===== src/rtl/fetch_unit.sv =====
// -----------------------------------------------------------------------------
// fetch_unit
//
// Instruction fetch sequencer for a small program ROM. It owns the program
// counter, drives the ROM address, latches each fetched instruction and
// resolves control flow locally:
//   - jmp (4'b1000): unconditional redirect to inst[11:8]; never issued.
//   - br  (4'b1100): waits for execute to drain (exec_idle) and redirects to
//                    inst[11:8] when zero_flag is set; never issued.
//   - anything else: issued to execute over a valid/ready handshake.
// A jmp whose target equals its own address sets the sticky halted flag; the
// unit keeps looping on it (one redirect every two cycles).
//
// Ports
//   clk          in   clock, rising edge
//   rst          in   synchronous active-high reset
//   rom_addr     out  ROM address (equals the PC, combinational)
//   rom_data     in   ROM word for rom_addr, valid in the same cycle
//   inst         out  instruction register presented to execute
//   inst_valid   out  inst is valid for execute
//   inst_ready   in   execute accepts inst this cycle
//   exec_idle    in   execute has nothing in flight, zero_flag is settled
//   zero_flag    in   last retired result was zero
//   pc_out       out  address of the instruction held in inst
//   branch_taken out  one-cycle pulse on every PC redirect
//   halted       out  sticky self-jump indicator
// -----------------------------------------------------------------------------
module fetch_unit #(
    parameter int ADDR_W = 4,
    parameter int INST_W = 16
) (
    input  logic              clk,
    input  logic              rst,
    output logic [ADDR_W-1:0] rom_addr,
    input  logic [INST_W-1:0] rom_data,
    output logic [INST_W-1:0] inst,
    output logic              inst_valid,
    input  logic              inst_ready,
    input  logic              exec_idle,
    input  logic              zero_flag,
    output logic [ADDR_W-1:0] pc_out,
    output logic              branch_taken,
    output logic              halted
);

    typedef enum logic [1:0] {
        FETCH  = 2'd0,
        ISSUE  = 2'd1,
        BRWAIT = 2'd2
    } state_t;

    localparam logic [3:0]        OP_JMP = 4'b1000;
    localparam logic [3:0]        OP_BR  = 4'b1100;
    localparam logic [ADDR_W-1:0] PC_ONE = ADDR_W'(1);

    // Zero-extends or truncates the 4-bit target field to the PC width.
    function automatic logic [ADDR_W-1:0] jump_target(input logic [3:0] field);
        logic [ADDR_W-1:0] t;
        t = '0;
        for (int i = 0; i < ADDR_W && i < 4; i++) begin
            t[i] = field[i];
        end
        return t;
    endfunction

    state_t              state_q, state_d;
    logic [ADDR_W-1:0]   pc_q, pc_d;
    logic [INST_W-1:0]   inst_q, inst_d;
    logic [ADDR_W-1:0]   pc_out_q, pc_out_d;
    logic                halted_q, halted_d;
    logic                inst_valid_s;
    logic                branch_taken_s;
    logic [3:0]          opcode_s;
    logic [ADDR_W-1:0]   target_s;

    assign opcode_s = inst_q[15:12];
    assign target_s = jump_target(inst_q[11:8]);

    // Next-state, datapath updates and the combinational handshake/redirect outputs.
    always_comb begin
        state_d        = state_q;
        pc_d           = pc_q;
        inst_d         = inst_q;
        pc_out_d       = pc_out_q;
        halted_d       = halted_q;
        inst_valid_s   = 1'b0;
        branch_taken_s = 1'b0;

        case (state_q)
            FETCH: begin
                // PC wraps naturally at 2^ADDR_W.
                inst_d   = rom_data;
                pc_out_d = pc_q;
                pc_d     = pc_q + PC_ONE;
                state_d  = ISSUE;
            end

            ISSUE: begin
                if (opcode_s == OP_JMP) begin
                    pc_d           = target_s;
                    branch_taken_s = 1'b1;
                    if (target_s == pc_out_q) begin
                        halted_d = 1'b1;
                    end else begin
                        halted_d = halted_q;
                    end
                    state_d = FETCH;
                end else if (opcode_s == OP_BR) begin
                    // Resolve at once when execute is already drained.
                    if (exec_idle) begin
                        if (zero_flag) begin
                            pc_d           = target_s;
                            branch_taken_s = 1'b1;
                        end else begin
                            pc_d = pc_q;
                        end
                        state_d = FETCH;
                    end else begin
                        state_d = BRWAIT;
                    end
                end else begin
                    inst_valid_s = 1'b1;
                    if (inst_ready) begin
                        state_d = FETCH;
                    end else begin
                        state_d = ISSUE;
                    end
                end
            end

            BRWAIT: begin
                // zero_flag only means something once execute is idle.
                if (exec_idle) begin
                    if (zero_flag) begin
                        pc_d           = target_s;
                        branch_taken_s = 1'b1;
                    end else begin
                        pc_d = pc_q;
                    end
                    state_d = FETCH;
                end else begin
                    state_d = BRWAIT;
                end
            end

            default: begin
                state_d = FETCH;
            end
        endcase
    end

    // State and datapath registers with synchronous reset.
    always_ff @(posedge clk) begin
        if (rst) begin
            state_q  <= FETCH;
            pc_q     <= '0;
            inst_q   <= '0;
            pc_out_q <= '0;
            halted_q <= 1'b0;
        end else begin
            state_q  <= state_d;
            pc_q     <= pc_d;
            inst_q   <= inst_d;
            pc_out_q <= pc_out_d;
            halted_q <= halted_d;
        end
    end

    assign rom_addr     = pc_q;
    assign inst         = inst_q;
    assign pc_out       = pc_out_q;
    assign halted       = halted_q;
    assign inst_valid   = inst_valid_s;
    // A redirect decided in a reset cycle never takes effect, so do not flag it.
    assign branch_taken = branch_taken_s & ~rst;

endmodule


===== config.mk =====
export PLATFORM = sky130hd
export DESIGN_NAME = fetch_unit
export DESIGN_NICKNAME = d
export VERILOG_FILES = /design/src/rtl/fetch_unit.sv
export SDC_FILE = /design/constraint.sdc
export NUM_CORES = 1
export LEC_CHECK = 0
export CORE_MARGIN = 3
export CORE_UTILIZATION = 43
export DETAILED_ROUTE_END_ITERATION = 10
export PLACE_DENSITY = 0.79
export SYNTH_ARGS = -nofsm -noshare
export SYNTH_HDL_FRONTEND = slang
export SYNTH_SLANG_ARGS = --single-unit
export TNS_END_PERCENT = 1

===== constraint.sdc =====
create_clock -name clk -period 1.8 [get_ports clk]
set_input_delay 0.45 -clock clk [delete_from_list [all_inputs] [get_ports clk]]
set_output_delay 0.45 -clock clk [all_outputs]
set_load 0.02 [all_outputs]

# Word-level counts from Yosys, hierarchy flattened
# Index checks and enable logic that the tools add are counted.
[classes]
addsub = 1
bitwise_logic = 2
n_reduce_logical = 4
muxes = 18
n_eq_ne = 6
[ops]
columns = ["cell", "count"]
rows = [
  ["two-way mux 4 bit", 4],
  ["case mux 4 bit (3 select lines)", 1],
  ["== test 4 bit, second input constant", 2],
  ["two-way mux 1 bit", 8],
  ["two-way mux 2 bit", 3],
  ["case mux 2 bit (3 select lines)", 1],
  ["adder 4 x 1 -> 4 bit, second input constant", 1],
  ["== test 4 bit", 1],
  ["inequality test 3 bit, second input constant", 1],
  ["AND reduction 3 bit", 1],
  ["nonzero test 3 bit", 1],
  ["== test 2 x 1 -> 1 bit, second input constant", 1],
  ["== test 2 bit, second input constant", 1],
  ["zero test 2 bit", 1],
  ["case mux 1 bit (2 select lines)", 1],
  ["AND reduction 2 bit", 1],
  ["AND 1 bit", 1],
  ["inverter 1 bit", 1],
]
[totals]
out_inout_bits = 27
regBits = 27

# Logic depth before layout (Yosys ltp)
[logic_depth]
ltp_word = 6
mapped_depth = 7
depth_no_buf = 6

# Worst setup path before layout
# OpenSTA, ideal clock, no wires.
[synth_timing]
path_type = "flip-flop to output port"
startpoint = "reg state_q[1]"
endpoint = "out branch_taken"
required_ns = 1.350
arrival_ns = 1.240
slack_ns = 0.110
stages_incl_launch_ff = 7
n_path_buf = 0
cell_sequence = "dfxtp_1 -> inv_1 -> ha_1 -> and4bb_2 -> nor2_1 -> o22ai_1 -> and3_1"
[synth_between]
elab_chain_cells = 3
elab_cells_between_ends = 4
[synth_rtl]
columns = ["element", "line", "rtl"]
rows = [
  ["start: declaration", "66", "state_t state_q, state_d;"],
  ["start signal: assignment", "161", "state_q <= state_d;"],
  ["== test 2 bit or == test 2 x 1 -> 1 bit (tied branches)", "89", "case (state_q)"],
  ["case mux 1 bit (2 select lines) *", "89", ""],
  ["AND 1 bit *", "175", "assign branch_taken = branch_taken_s & ~rst;"],
  ["end: declaration", "42", "output logic branch_taken,"],
]
# Mark *: on every way between the ends. The rest lies on a longest branch, timed or not.

# Final worst setup path
# Ends and elaborated chain as after synthesis.

==> flow_summary.rst <==
.. list-table::
   :header-rows: 1

   * - Metric
     - Value
   * - Post-Syn Nets
     - 162
   * - Sequential power share
     - 0.509
   * - Height of the die
     - 60.6 microns
   * - Final Cycle Share
     - 1.16
   * - Number of placement rows
     - 19
   * - TritonCTS Buffers
     - 3
   * - Gpl congestion
     - 0.912
   * - Final Hold Violating Endpoints
     - 0
   * - Final nets
     - 228
   * - Portion of the post-synthesis area used by sequential elements
     - 0.422
   * - Required time of the worst setup path
     - 1.35 ns
   * - Number of buffers on the longest clock path
     - 2
   * - Yosys warning total
     - 0
   * - Clock transition at the registers of the reported paths
     - 0.16 ns
   * - Comb pwr share
     - 0.283
   * - Clk Tree Root Cell
     - sky130_fd_sc_hd__clkbuf_4
   * - Antenna diode count
     - 0
   * - Average cell area after synthesis
     - 9.42 sq um
   * - Via count normalized by instance count
     - 5.47
   * - Combinational family with the most area after synthesis
     - simple AND/OR/NAND/NOR gates
   * - Crit path capture type
     - output port
   * - Worst setup slack after layout
     - -0.292 ns
   * - Final number of setup-violating endpoints
     - 4
   * - Die Footprint
     - 3670 sq um
   * - Largest clock skew in the final design
     - 0.0148 ns
   * - Post-synthesis async set-or-reset flop share
     - 0
   * - Clk sinks
     - 27
   * - Worst-Skew Late Latency
     - 0.33 ns
   * - Power Internal
     - 0.915 mW
   * - Seq cells post-synth
     - 27
   * - Summed instance area of the synthesized netlist
     - 1280 sq um
   * - Relative slew margins
     - 0.763
   * - Crit path time final
     - 2.09 ns
   * - Share of cells above drive strength 1
     - 0.204
   * - Initial Util
     - 0.457
   * - Routed Antenna Nets
     - 0
   * - Path category of the worst min-delay check
     - reg2reg
   * - Most frequently used flop master after synthesis
     - sky130_fd_sc_hd__dfxtp_1
   * - Die W
     - 60.6 microns
   * - Total negative setup slack
     - -0.597 ns
   * - DR pass1 iterations
     - 4
   * - Std-Cell Core Area
     - 2810 sq um
   * - Iteration-0 DRC count of the detailed router
     - 59
   * - Antenna violations before repair
     - 0
   * - Simple-gate share of the synthesized area
     - 0.170
   * - Post-DP Area
     - 1900 sq um
   * - GR Overflow Total
     - 0
   * - Number of standard cells after synthesis
     - 136
   * - Total half-perimeter wirelength after legalization and detailed placement
     - 2620 microns
   * - H-tree Lvls
     - 1
   * - Overall power of the completed layout
     - 1.31 mW
   * - Reported net switching power
     - 0.397 mW
   * - Number of enable-type register cells in the synthesized netlist
     - 0
   * - Most common cell after layout, fill and taps aside
     - sky130_fd_sc_hd__nor2_1
   * - Violated checks
     - negative setup slack
   * - TritonCTS clock tree
     - yes
   * - Worst VDD drop
     - 513 uV
   * - Leading cell types in the layout, fill and taps excluded
     - sky130_fd_sc_hd__nor2_1, sky130_fd_sc_hd__dfxtp_1, sky130_fd_sc_hd__clkdlybuf4s50_1
   * - Design area
     - 1980 sq um
   * - Detailed-route wire length
     - 3580 microns
   * - Drt drc
     - 0
   * - Number of buffers inserted by port buffering
     - 47
   * - Category of the worst setup path launch point
     - flip-flop
   * - Setup CP Type
     - reg2out
   * - FILL cells
     - 216
   * - Status
     - finished with violations
   * - Max Cap Violations
     - 0
   * - Combined global-route utilization of all metal layers
     - 0.203
   * - Top achievable clock speed
     - 0.478 GHz
   * - Layout-stage area growth over the synthesis result
     - 54.9%
   * - Number of global-route vias before repair
     - 1333
   * - Adder and majority cell fraction of the synthesized area
     - 0.0488
   * - Sequential cell area in the final layout
     - 546 sq um
   * - Largest fanout on the critical path
     - 3
   * - Total power density per cell area
     - 661 nW/um^2
   * - Count of different cell masters after synthesis
     - 33
   * - Multiplexer area fraction after synthesis
     - 0.164
   * - Boundary pin count
     - 48
   * - Number of pins with negative max-slew slack in the final report
     - 0
   * - Leak pwr
     - 1.02 nW
   * - Complex-gate fraction of the synthesized area
     - 0.128
   * - Largest net degree at the start of global routing
     - 28
   * - Switching fraction of total power
     - 0.302
   * - Global-route wire length before repair
     - 5610 microns
   * - Routed length per placed instance
     - 15.4 microns
   * - Share of power burned in the clock network
     - 0.208
   * - Unrepaired setup endpoints after global routing
     - yes
   * - Via count
     - 1268
   * - Crit path arrival time
     - 1.64 ns
   * - Slew at the pin closest to its max-slew limit
     - 0.356 ns
   * - Multi-input gate area
     - 726 sq um
   * - Share of the synthesized netlist area taken by xor and xnor gates
     - 0.0273
==> metal layers <==
layer  routed length (microns)  part of all wire  GRT usage
met5                         0                 0          0
met4                        63             0.018     0.0557
met3                       251             0.070     0.0489
met2                      1830              0.51      0.392
met1                      1440              0.40      0.216
==> cell families (layout without fill, tap and decap cells) <==
kind of cell / Yosys count / in the layout
buffers and inverters: 13 / 78
muxes: 21 / 21
AOI/OAI and AO/OA: 22 / 22
DFF: 27 / 27
xor gates and xnor gates: 4 / 4
and+or+nand+nor: 44 / 44
adders and majority gates: 5 / 5
==> per-stage QoR <==
step	hold WS (ns)	utilization	worst slack, ns	cells
final	0.501	0.707	-0.292	232
after global routing	0.528	0.707	-0.339	232
after CTS	0.506	0.697	-0.229	231
after detailed placement	0.471	0.679	-0.544	226
after global placement	0.465	0.679	-0.500	226
after floorplan	0.529	-	0.110	136
==> repair_timing <==
item | 4_1_cts | 5_1_grt
gates resized for setup | 35 | 7
setup buffers | 1 | 1
cloned | 0 | 0
hold buffers | 0 | 0
pin swaps | 3 | 4
endpoints found under the setup margin | 20 | 10
==> flip-flops by register name (all words and copies together), names as in the netlist <==
| register | flops |
|---|---|
| halted | 1 |
| state_q | 2 |
| rom_addr | 4 |
| pc_out | 4 |
| inst | 16 |
==> power by group through the flow <==
stage / logic [mW] / registers [mW] / clock network, mW
after floorplan: 0.148 / 0.719 / 0
after global placement: 0.364 / 0.678 / 0
after detailed placement: 0.374 / 0.678 / 0
after CTS: 0.368 / 0.667 / 0.287
after global routing: 0.400 / 0.673 / 0.307
final: 0.371 / 0.667 / 0.273
==> worst max-delay path, cell delays in order, from the launching register on <==
cell and delay, ns:
sky130_fd_sc_hd__dfxtp_2 0.36, sky130_fd_sc_hd__inv_2 0.05, sky130_fd_sc_hd__ha_4 0.16, sky130_fd_sc_hd__and4bb_2 0.24, sky130_fd_sc_hd__nor2_2 0.11, sky130_fd_sc_hd__o22ai_1 0.10, sky130_fd_sc_hd__and3_1 0.18, sky130_fd_sc_hd__buf_6 0.13
==> cell usage after synthesis (all sizes together), types with 2 or more instances <==
library cell / number / area (sq um)
nor4: 2 / 12.5
nand3: 2 / 10.0
o22ai: 2 / 18.8
a221oi: 2 / 17.5
o21ai: 2 / 10.0
a31oi: 2 / 12.5
inv: 6 / 22.5
o311ai: 2 / 17.5
xnor2: 2 / 17.5
buf: 2 / 10.0
ha: 5 / 62.6
nor2: 27 / 101
a21oi: 4 / 20.0
xor2: 2 / 17.5
mux2i: 21 / 210
and3: 2 / 12.5
clkbuf: 5 / 18.8
dfxtp: 27 / 541
o31ai: 2 / 15.0
nor3: 2 / 10.0
nand2: 4 / 15.0
==> final timing paths <==
path                                  from            to  slack [ns]  depth (start not counted)
worst max-delay path            state_q[1]  branch_taken       -0.29                          7
worst min register to register      halted        halted        0.50                          2
worst min-delay path                halted        halted        0.50                          2
worst max register to register  state_q[1]   rom_addr[0]       -0.11                          9
==> layout make-up <==
class                   instances  share of cell area
repair buffers                 68               0.313
inverters                       6              0.0113
clock inverters                 1             0.00441
well taps                      31              0.0195
clock buffers                   3              0.0113
flip-flops and latches         27               0.275
multi-input cells              96               0.366
Power figures use the tool's default switching activity.
